[config.mk]
export PLATFORM = sky130hd
export DESIGN_NAME = spi_burst_tx
export DESIGN_NICKNAME = d
export VERILOG_FILES = /design/src/rtl/spi_burst_tx.sv
export SDC_FILE = /design/constraint.sdc
export NUM_CORES = 1
export LEC_CHECK = 0
export ABC_CLOCK_PERIOD_IN_PS = 6000
export BUFFER_PORTS_ARGS = -buffer_cell sky130_fd_sc_hd__buf_2
export CAP_MARGIN = 10
export CORE_MARGIN = 4
export CORE_UTILIZATION = 51
export DETAILED_ROUTE_END_ITERATION = 6
export GPL_TIMING_DRIVEN = 1
export PLACE_DENSITY = 0.69
export SETUP_SLACK_MARGIN = 0.2
export SYNTH_ARGS = -nofsm -noshare
export SYNTH_HDL_FRONTEND = slang
export SYNTH_SLANG_ARGS = --single-unit
[constraint.sdc]
create_clock -name CLKA -period 6 [get_ports CLKA]
set_clock_uncertainty 0.2 [all_clocks]
set_input_delay 0.9 -clock CLKA [delete_from_list [all_inputs] [get_ports CLKA]]
set_output_delay 0.9 -clock CLKA [all_outputs]
set_load 0.02 [all_outputs]
[src/rtl/spi_burst_tx.sv]
// SPI master transmitter with a write FIFO; one start pulse sends up to BURST_LEN
// queued words inside a single chip-select frame.
module spi_burst_tx #(
  parameter int DATA_W     = 8,
  parameter int FIFO_DEPTH = 8,
  parameter int BURST_LEN  = 4,
  parameter int CLK_DIV    = 4,
  parameter bit CPOL       = 1'b0,
  parameter bit CPHA       = 1'b0,
  parameter bit MSB_FIRST  = 1'b1
) (
  input  logic                               CLKA,
  input  logic                               rst,
  input  logic                               start,
  input  logic [DATA_W-1:0]                  wr_data,
  input  logic                               wr_valid,
  output logic                               wr_ready,
  output logic [$clog2(FIFO_DEPTH+1)-1:0]    fifo_level,
  output logic                               mosi,
  output logic                               spi_clk,
  output logic                               cs_n,
  output logic                               spi_ready,
  output logic [$clog2(BURST_LEN+1)-1:0]     words_sent
);

  localparam int LVL_W = $clog2(FIFO_DEPTH + 1);
  localparam int PTR_W = $clog2(FIFO_DEPTH);
  localparam int WS_W  = $clog2(BURST_LEN + 1);
  localparam int DIV_W = (CLK_DIV > 1) ? $clog2(CLK_DIV) : 1;
  localparam int BIT_W = $clog2(DATA_W);

  localparam logic [DIV_W-1:0] DIV_LAST = DIV_W'(CLK_DIV - 1);
  localparam logic [BIT_W-1:0] BIT_LAST = BIT_W'(DATA_W - 1);
  localparam logic [WS_W-1:0]  WS_MAX   = WS_W'(BURST_LEN);
  localparam logic [LVL_W-1:0] LVL_FULL = LVL_W'(FIFO_DEPTH);

  typedef enum logic [1:0] {
    S_IDLE,
    S_LOAD,
    S_SHIFT,
    S_END
  } state_t;

  state_t state;

  logic [DATA_W-1:0] mem [FIFO_DEPTH];
  logic [PTR_W-1:0]  wr_ptr;
  logic [PTR_W-1:0]  rd_ptr;
  logic [LVL_W-1:0]  level_next;
  logic              full;
  logic              empty;
  logic              do_wr;
  logic              do_rd;
  logic [DATA_W-1:0] head;

  logic [DATA_W-1:0] shreg;
  logic [DIV_W-1:0]  div_cnt;
  logic [BIT_W-1:0]  bit_cnt;
  logic [WS_W-1:0]   ws_inc;
  logic              div_hit;
  logic              lead_edge;
  logic              trail_edge;
  logic              last_trail;
  logic              more_words;

  function automatic logic first_bit(input logic [DATA_W-1:0] w);
    return MSB_FIRST ? w[DATA_W-1] : w[0];
  endfunction

  function automatic logic [DATA_W-1:0] shift_word(input logic [DATA_W-1:0] w);
    return MSB_FIRST ? {w[DATA_W-2:0], 1'b0} : {1'b0, w[DATA_W-1:1]};
  endfunction

  // Handshake: a word transfers on any CLKA edge where wr_valid && wr_ready;
  // wr_ready depends only on registered fullness, never on wr_valid or a same-cycle pop.
  assign wr_ready = !full;
  assign do_wr    = wr_valid && !full;
  assign empty    = (fifo_level == '0);
  assign head     = mem[rd_ptr];

  assign div_hit    = (div_cnt == DIV_LAST);
  assign lead_edge  = (state == S_SHIFT) && div_hit && (spi_clk == CPOL);
  assign trail_edge = (state == S_SHIFT) && div_hit && (spi_clk != CPOL);
  assign last_trail = trail_edge && (bit_cnt == BIT_LAST);
  assign ws_inc     = words_sent + 1'b1;
  assign more_words = (ws_inc < WS_MAX) && !empty;
  assign do_rd      = (state == S_LOAD) || (last_trail && more_words);

  always_comb begin
    level_next = fifo_level;
    if (do_wr && !do_rd) begin
      level_next = fifo_level + 1'b1;
    end else if (!do_wr && do_rd) begin
      level_next = fifo_level - 1'b1;
    end
  end

  always_ff @(posedge CLKA or posedge rst) begin
    if (rst) begin
      wr_ptr     <= '0;
      rd_ptr     <= '0;
      fifo_level <= '0;
      full       <= 1'b0;
    end else begin
      if (do_wr) wr_ptr <= wr_ptr + 1'b1;
      if (do_rd) rd_ptr <= rd_ptr + 1'b1;
      fifo_level <= level_next;
      full       <= (level_next == LVL_FULL);
    end
  end

  // Storage needs no reset: the pointers define which entries are live.
  always_ff @(posedge CLKA) begin
    if (do_wr) mem[wr_ptr] <= wr_data;
  end

  always_ff @(posedge CLKA or posedge rst) begin
    if (rst) begin
      state      <= S_IDLE;
      shreg      <= '0;
      div_cnt    <= '0;
      bit_cnt    <= '0;
      mosi       <= 1'b0;
      spi_clk    <= CPOL;
      cs_n       <= 1'b1;
      spi_ready  <= 1'b1;
      words_sent <= '0;
    end else begin
      case (state)
        S_IDLE: begin
          if (start && !empty) begin
            words_sent <= '0;
            state      <= S_LOAD;
          end
        end
        S_LOAD: begin
          shreg     <= head;
          mosi      <= first_bit(head);
          cs_n      <= 1'b0;
          spi_ready <= 1'b0;
          spi_clk   <= CPOL;
          div_cnt   <= '0;
          bit_cnt   <= '0;
          state     <= S_SHIFT;
        end
        S_SHIFT: begin
          if (div_hit) begin
            div_cnt <= '0;
            spi_clk <= ~spi_clk;
          end else begin
            div_cnt <= div_cnt + 1'b1;
          end
          if (lead_edge && CPHA) begin
            mosi  <= first_bit(shreg);
            shreg <= shift_word(shreg);
          end
          if (trail_edge) begin
            if (bit_cnt == BIT_LAST) begin
              bit_cnt    <= '0;
              words_sent <= ws_inc;
              if (more_words) begin
                // Back-to-back word; with CPHA=1 mosi waits for the next leading edge.
                shreg <= head;
                if (!CPHA) mosi <= first_bit(head);
              end else begin
                state <= S_END;
              end
            end else begin
              bit_cnt <= bit_cnt + 1'b1;
              if (!CPHA) begin
                mosi  <= first_bit(shift_word(shreg));
                shreg <= shift_word(shreg);
              end
            end
          end
        end
        S_END: begin
          if (div_hit) begin
            div_cnt   <= '0;
            cs_n      <= 1'b1;
            spi_ready <= 1'b1;
            state     <= S_IDLE;
          end else begin
            div_cnt <= div_cnt + 1'b1;
          end
        end
        default: state <= S_IDLE;
      endcase
    end
  end

endmodule

==> results of run 1 <==
-- worst reg2reg max path, stage by stage (launching register included) --
cell	delay [ns]
dfrtp_1	0.40
nor2b_1	0.48
nand2_1	0.20
nor3_1	0.92
-- area by class of cell --
class	count	area, sq um
sequential	95	2699
clock buffer	9	123.9
inverter	10	37.54
tap	102	127.6
timing repair buffer	27	165.2
fill	631	3253
clock inverter	7	80.08
multi-input combinational	153	1361
-- sequential cells by signal, indices dropped and copies added (netlist names) --
name and cells:
words_sent 3, full 1, mosi 1, div_cnt 2
mem 64, spi_clk 1, fifo_level 4, state 2
rd_ptr 3, shreg 7, wr_ptr 3, spi_ready 1
bit_cnt 3
-- power groups by stage --
stage | combinational [mW] | sequential, mW | clock (mW)
after floorplan | 0.670 | 0.968 | 0
after global placement | 0.751 | 1.03 | 0
after detailed placement | 0.761 | 1.04 | 0
after CTS | 0.765 | 1.02 | 0.427
after global routing | 0.875 | 1.03 | 0.462
final | 0.794 | 1.01 | 0.416
-- cell families after synthesis --
logic type | share of synthesized area [%]
compound gates | 5.916
xor+xnor | 2.342
fa+ha+maj | 3.904
buf+inv | 2.552
flops | 64.77
mux | 13.75
simple gates | 6.757
-- metal layers --
| metal | global-route usage, % | share of wire [%] | up-vias |
|---|---|---|---|
| li1 | - | - | 1067 |
| met1 | 21.95 | 47 | 1060 |
| met2 | 23.66 | 48 | 28 |
| met3 | 2.786 | 3.5 | 11 |
| met4 | 5.672 | 1.5 | 0 |
| met5 | 0 | 0 | - |
-- worst min path at each step --
stage                   from       endpoint  slack [ns]
2_1_floorplan     div_cnt[1]     div_cnt[1]        0.26
3_3_place_gp      div_cnt[1]     div_cnt[1]        0.27
3_5_place_dp      div_cnt[1]     div_cnt[1]        0.29
4_1_cts        fifo_level[3]  fifo_level[3]        0.31
5_1_grt           div_cnt[1]     div_cnt[1]        0.33
6_report       fifo_level[3]  fifo_level[3]        0.31
-- cell usage in the layout, fill, tap and decap left out, types with 4 or more instances in the layout --
master    instances
nand2b_1          5
nand3_1           4
mux4_2           16
xnor2_1           6
o21ai_1           7
nor2_1            9
edfxtp_1         64
clkbuf_8          9
inv_1             9
mux2i_1          10
buf_2            23
o21ai_0          10
a21oi_1           4
nor3_1            6
mux2_2           10
ha_1             13
dfrtp_1          30
nand2_1          28
==> metrics.md, run 1 <==
| Metric | Value |
|---|---|
| # nets final | 321 |
| CP delay by family, top | simple AND/OR/NAND/NOR gates |
| Highest clock rate | between 0.3 and 0.4 GHz |
| Hold violation total from the final report | 0 |
| Via-to-Cell Ratio | about 5.4 |
| Setup-failing EPs final | 0 |
| Crit path arrival time | about 2.6 ns |
| Starting Density | 53.09% |
| Number of global-route vias before repair | 2236 |
| Total GRT Usage | roughly 15% |
| Clk sinks | 95 |
| Post-layout util | about three fifths |
| Unrepaired setup endpoints after global routing | no |
| Final instance area | between 0.004 and 0.005 sq mm |
| H-tree level count | 3 |
| Most area-hungry cell type in the Yosys netlist | edfxtp_1 |
| Final HPWL from detailed placement | between 4000 and 5000 microns |
| Antenna violations before repair | 0 |
| Logic pwr share | between 30 and 40% |
| Distinct cells, synth | 45 |
| Seq pwr share | a little under half |
| CP peak stage delay | 0.92 ns |
| Die area | 0.009680 sq mm |
| Seq/Total Area, Yosys | about two thirds |
| Int Pwr | approximately 1.4 mW |
| Post-CTS Setup Repair Bufs | 0 |
| PortBufs | 23 |
| Total core area | between 0.007 and 0.008 sq mm |
| R2R setup slack | about 3.4 ns |
| Buffers and inverters on the worst path | 1 |
| Clock Latency Late Sink | 0.36 ns |
| Worst hold slack | approximately 0.31 ns |
| CP Depth | 4 |
| CP startpoint kind | input pin |
| CP Capture Type | register |
| Synth area leaders | edfxtp_1, dfrtp_1, mux4_2, ha_1, mux2_2 |
| Critical register-to-register path endpoint | mem[4][0] |
| TritonCTS buffer count | 9 |
| Row count | 32 |
| MaxCap Viol Count | 0 |
| Cells after Synth | ~270 |
| P per Cell Area | 482.0 mW/mm^2 |
| Worst r2r src | full |
| Setup CP Type | in2reg |
| DR pass1 iterations | 6 |
| Worst slack, placed | approximately 2.8 ns |
| Yosys reg bits | between 90 and 100 |
| TNS Setup | 0 ns |
| Root Buffer Master | clkbuf_8 |
| Cts hold-fix bufs | 0 |
| Psw | roughly 780 uW |
| GRT Residual Overflow | 0 |
| Post-Syn Nets | between 200 and 300 |
| Hold crit path type | reg2reg |
| First-pass GRT wire length | 11410 microns |
| Post-DRT Antenna Nets | 0 |
| Clock power frac | 18.8% |
| Critical path origin | wr_valid |
| Post-synth EDFFs | 64 |
| Commonest cells in the netlist | edfxtp_1, dfrtp_1, nand2_1 |
| Actual slew at the worst max-slew pin | 1.176 ns |
| Share of the synthesized area in the top cell type | between 40% and 50% |
| Largest net degree at the start of global routing | 32 |
| Layout cells sized above 1 | 25.58% |
| Total power | between 2 and 2.5 mW |
| Worst Path Max Fanout | 9 |
| Sw Share | between 30% and 40% |
| DRC errors left | 0 |
| Worst vdd ir | ~0.21 mV |
| Placed Cells | about 390 |
| I/O pin total | 24 |
| Chip Width | around 98 microns |
| WL per Instance | between 15 and 20 microns |
| CTS tree | built |
| Diode count | 0 |
| Crit-path cells | buf_2 > nor2b_1 > nand2_1 > nor3_1 |
| Chip height | about 98 microns |
| Setup ws final | roughly 3.2 ns |
| Pleak | 1.745 nW |
| Crit path time final | between 2 and 3 ns |
| Initial DRC count | 124 |
| Slowest-stage cell, CP | nor3_1 |
| Worst Path Required | about 5.8 ns |
| Relative slew margins | a little over a fifth |
| Cts repair resizes | 0 |
| Via count | 2166 |
| Reg2Reg Depth | 3 |
| Post-route insts no fill | between 400 and 500 |
| Reg clk slew, reported paths | 0.10 ns |
| Yosys warns | 0 |
| Max Slew Vio Count | 0 |
| Asr flop ratio synth | 32.63% |
| Syn_area_per_cell | between 15 and 20 sq um |
| Status | completed |
| Clk buf depth | 2 |
| Main synth FF type | edfxtp_1 |
| Hold Path Depth | 1 |
| Setup crit end | mem[4][0] |
| Top-count cell post-synth | edfxtp_1 |
| Wire length reported by the detailed router | a little under 7000 microns |
| P&R area growth vs syn | 10.27% |
| GP Congestion | 0.7580 |
| Period utilisation layout | 46.83% |
| Post-Syn Area | 0.004166 sq mm |
| Placed Instance Area | 0.004355 sq mm |
Note: power is estimated with default switching activity, not from simulation.
==> inputs of run 2 (changes only) <==
Settings changed: ABC_CLOCK_PERIOD_IN_PS 6000 to 2600.
Clock period 6 ns to 2.6 ns, I/O delays scaled along.
==> metrics.md, run 2 (synthesis gave the netlist of run 1 again) <==
| Metric | Value |
|---|---|
| TritonCTS buffer count | 9 |
| Worst slack, placed | ~0.27 ns |
| TNS Setup | 0 ns |
| Chip Width | slightly below 100 microns |
| CTS tree | built |
| GP Congestion | a little under 0.8 |
| Hold Startpoint | wr_data[1] |
| FILL cells | 617 |
| GRT Residual Overflow | 0 |
| Commonest non-fill, non-tap cell in the layout | edfxtp_1 |
| P&R area growth vs syn | 12.70% |
| Status | completed |
| WL per Instance | ~17 microns |
| Initial DRC count | 114 |
| Starting Density | around 53% |
| Via count | approximately 2300 |
| Actual slew at the worst max-slew pin | between 0.5 and 0.6 ns |
| Hold EP | mem[7][1] |
| Hold Path Depth | 1 |
| Reg2Reg Depth | 7 |
| Critical register-to-register path endpoint | shreg[0] |
| Row count | 32 |
| Post-route insts no fill | roughly 420 |
| Crit path arrival time | approximately 2.3 ns |
| P per Cell Area | ~1100 mW/mm^2 |
| Relative slew margins | about two thirds |
| R2R setup slack | approximately 0.3 ns |
| Die area | around 0.0097 sq mm |
| Period utilisation layout | approximately nine tenths |
| Reg clk slew, reported paths | roughly 0.10 ns |
| Worst Path Required | between 2 and 3 ns |
| Hold crit path type | in2reg |
| Via-to-Cell Ratio | about 5.4 |
| Biggest register | mem |
| H-tree level count | 3 |
| Chip height | between 90 and 100 microns |
| CP startpoint kind | register |
| Max Slew Vio Count | 0 |
| Total core area | ~0.008 sq mm |
| Post-CTS Setup Repair Bufs | 0 |
| Total GRT Usage | between 10% and 20% |
| Worst hold slack | just over 0.1 ns |
| Post-DRT Antenna Nets | 0 |
| Clk buf depth | 2 |
| Worst r2r src | fifo_level[1] |
| Setup ws final | about 0.30 ns |
| Post-layout util | between 50% and 60% |
| Unrepaired setup endpoints after global routing | no |
| Flip-flop count of the largest register after layout | 64 |
| DRC errors left | 0 |
| Most frequent cells in the layout | edfxtp_1, dfrtp_1, nand2_1 |
| Final HPWL from detailed placement | 4660 microns |
| Top flop regs | mem x64, shreg x7, fifo_level x4 |
| Number of global-route vias before repair | approximately 2200 |
| MaxCap Viol Count | 0 |
| Worst vdd ir | between 0.5 and 0.6 mV |
| Largest net degree at the start of global routing | 32 |
| Clock Latency Late Sink | approximately 0.36 ns |
| DR pass1 iterations | 6 |
| Setup-failing EPs final | 0 |
| Clk sinks | 95 |
| I/O pin total | 24 |
| First-pass GRT wire length | between 10000 and 15000 microns |
| Wire length reported by the detailed router | approximately 7000 microns |
| Antenna violations before repair | 0 |
| # nets final | about 330 |
| Hold violation total from the final report | 0 |
| Diode count | 0 |
| Layout cells sized above 1 | ~29% |
| Pleak | 1.808 nW |
| Worst Path Max Fanout | 8 |
| PortBufs | 23 |
| Setup CP Type | reg2reg |
| Placed Cells | between 300 and 400 |
| Root Buffer Master | clkbuf_8 |
| Highest clock rate | approximately 0.43 GHz |
| CP Capture Type | register |
| Crit path time final | 2.299 ns |
run 2: worst max-delay path: stages (launching register included):
cell and delay, ns:
dfrtp_1 0.47, inv_1 0.09, ha_1 0.15, or3b_4 0.41, nand2_1 0.12, a21oi_2 0.08, o21ai_4 0.29, mux2_2 0.37
run 2: worst max-delay path by stage:
| stage | end | startpoint | slack [ns] |
|---|---|---|---|
| floorplan | full | fifo_level[0] | 0.29 |
| global placement | mosi | fifo_level[0] | 0.33 |
| detailed placement | mosi | fifo_level[0] | 0.27 |
| CTS | shreg[0] | fifo_level[0] | 0.25 |
| global route | shreg[1] | fifo_level[1] | 0.19 |
| finish | shreg[0] | fifo_level[1] | 0.30 |
run 2: cell type report:
| type | instances | area, sq um | area share (%) |
|---|---|---|---|
| Sequential cell | 95 | 2700 | 57.50 |
| Multi-Input combinational cell | 153 | 1368 | 29.12 |
| Timing Repair Buffer | 39 | 250.2 | 5.329 |
| Tap cell | 102 | 127.6 | 2.718 |
| Clock buffer | 9 | 123.9 | 2.638 |
| Clock inverter | 7 | 88.84 | 1.892 |
| Inverter | 10 | 37.54 | 0.7994 |
run 2: metal layers:
metal	track usage (%)	part of all wire [%]
met3	3.643	3.6
met1	22.62	47
met5	0	0
met2	24.54	49
met4	4.412	0.98
run 2: per-stage QoR:
| step | power, mW | instance area [sq um] |
|---|---|---|
| after floorplan | 3.782 | 4167 |
| after global placement | 4.237 | 4466 |
| after detailed placement | 4.284 | 4466 |
| after CTS | 5.310 | 4688 |
| after global routing | 5.611 | 4696 |
| final | 5.262 | 4696 |
run 2: timing repair:
item / in CTS / in global routing
endpoints found under the setup margin: 0 / 9
hold endpoints to repair: 30 / 0
resized for setup: 0 / 4
hold buffers: 1 / 0
run 2: power by group:
group | total (mW) | internal (mW) | switching [mW]
clock network | 1.02 | 0.467 | 0.555
logic | 1.99 | 0.988 | 0.998
registers | 2.25 | 1.99 | 0.267
total | 5.26 | 3.44 | 1.82
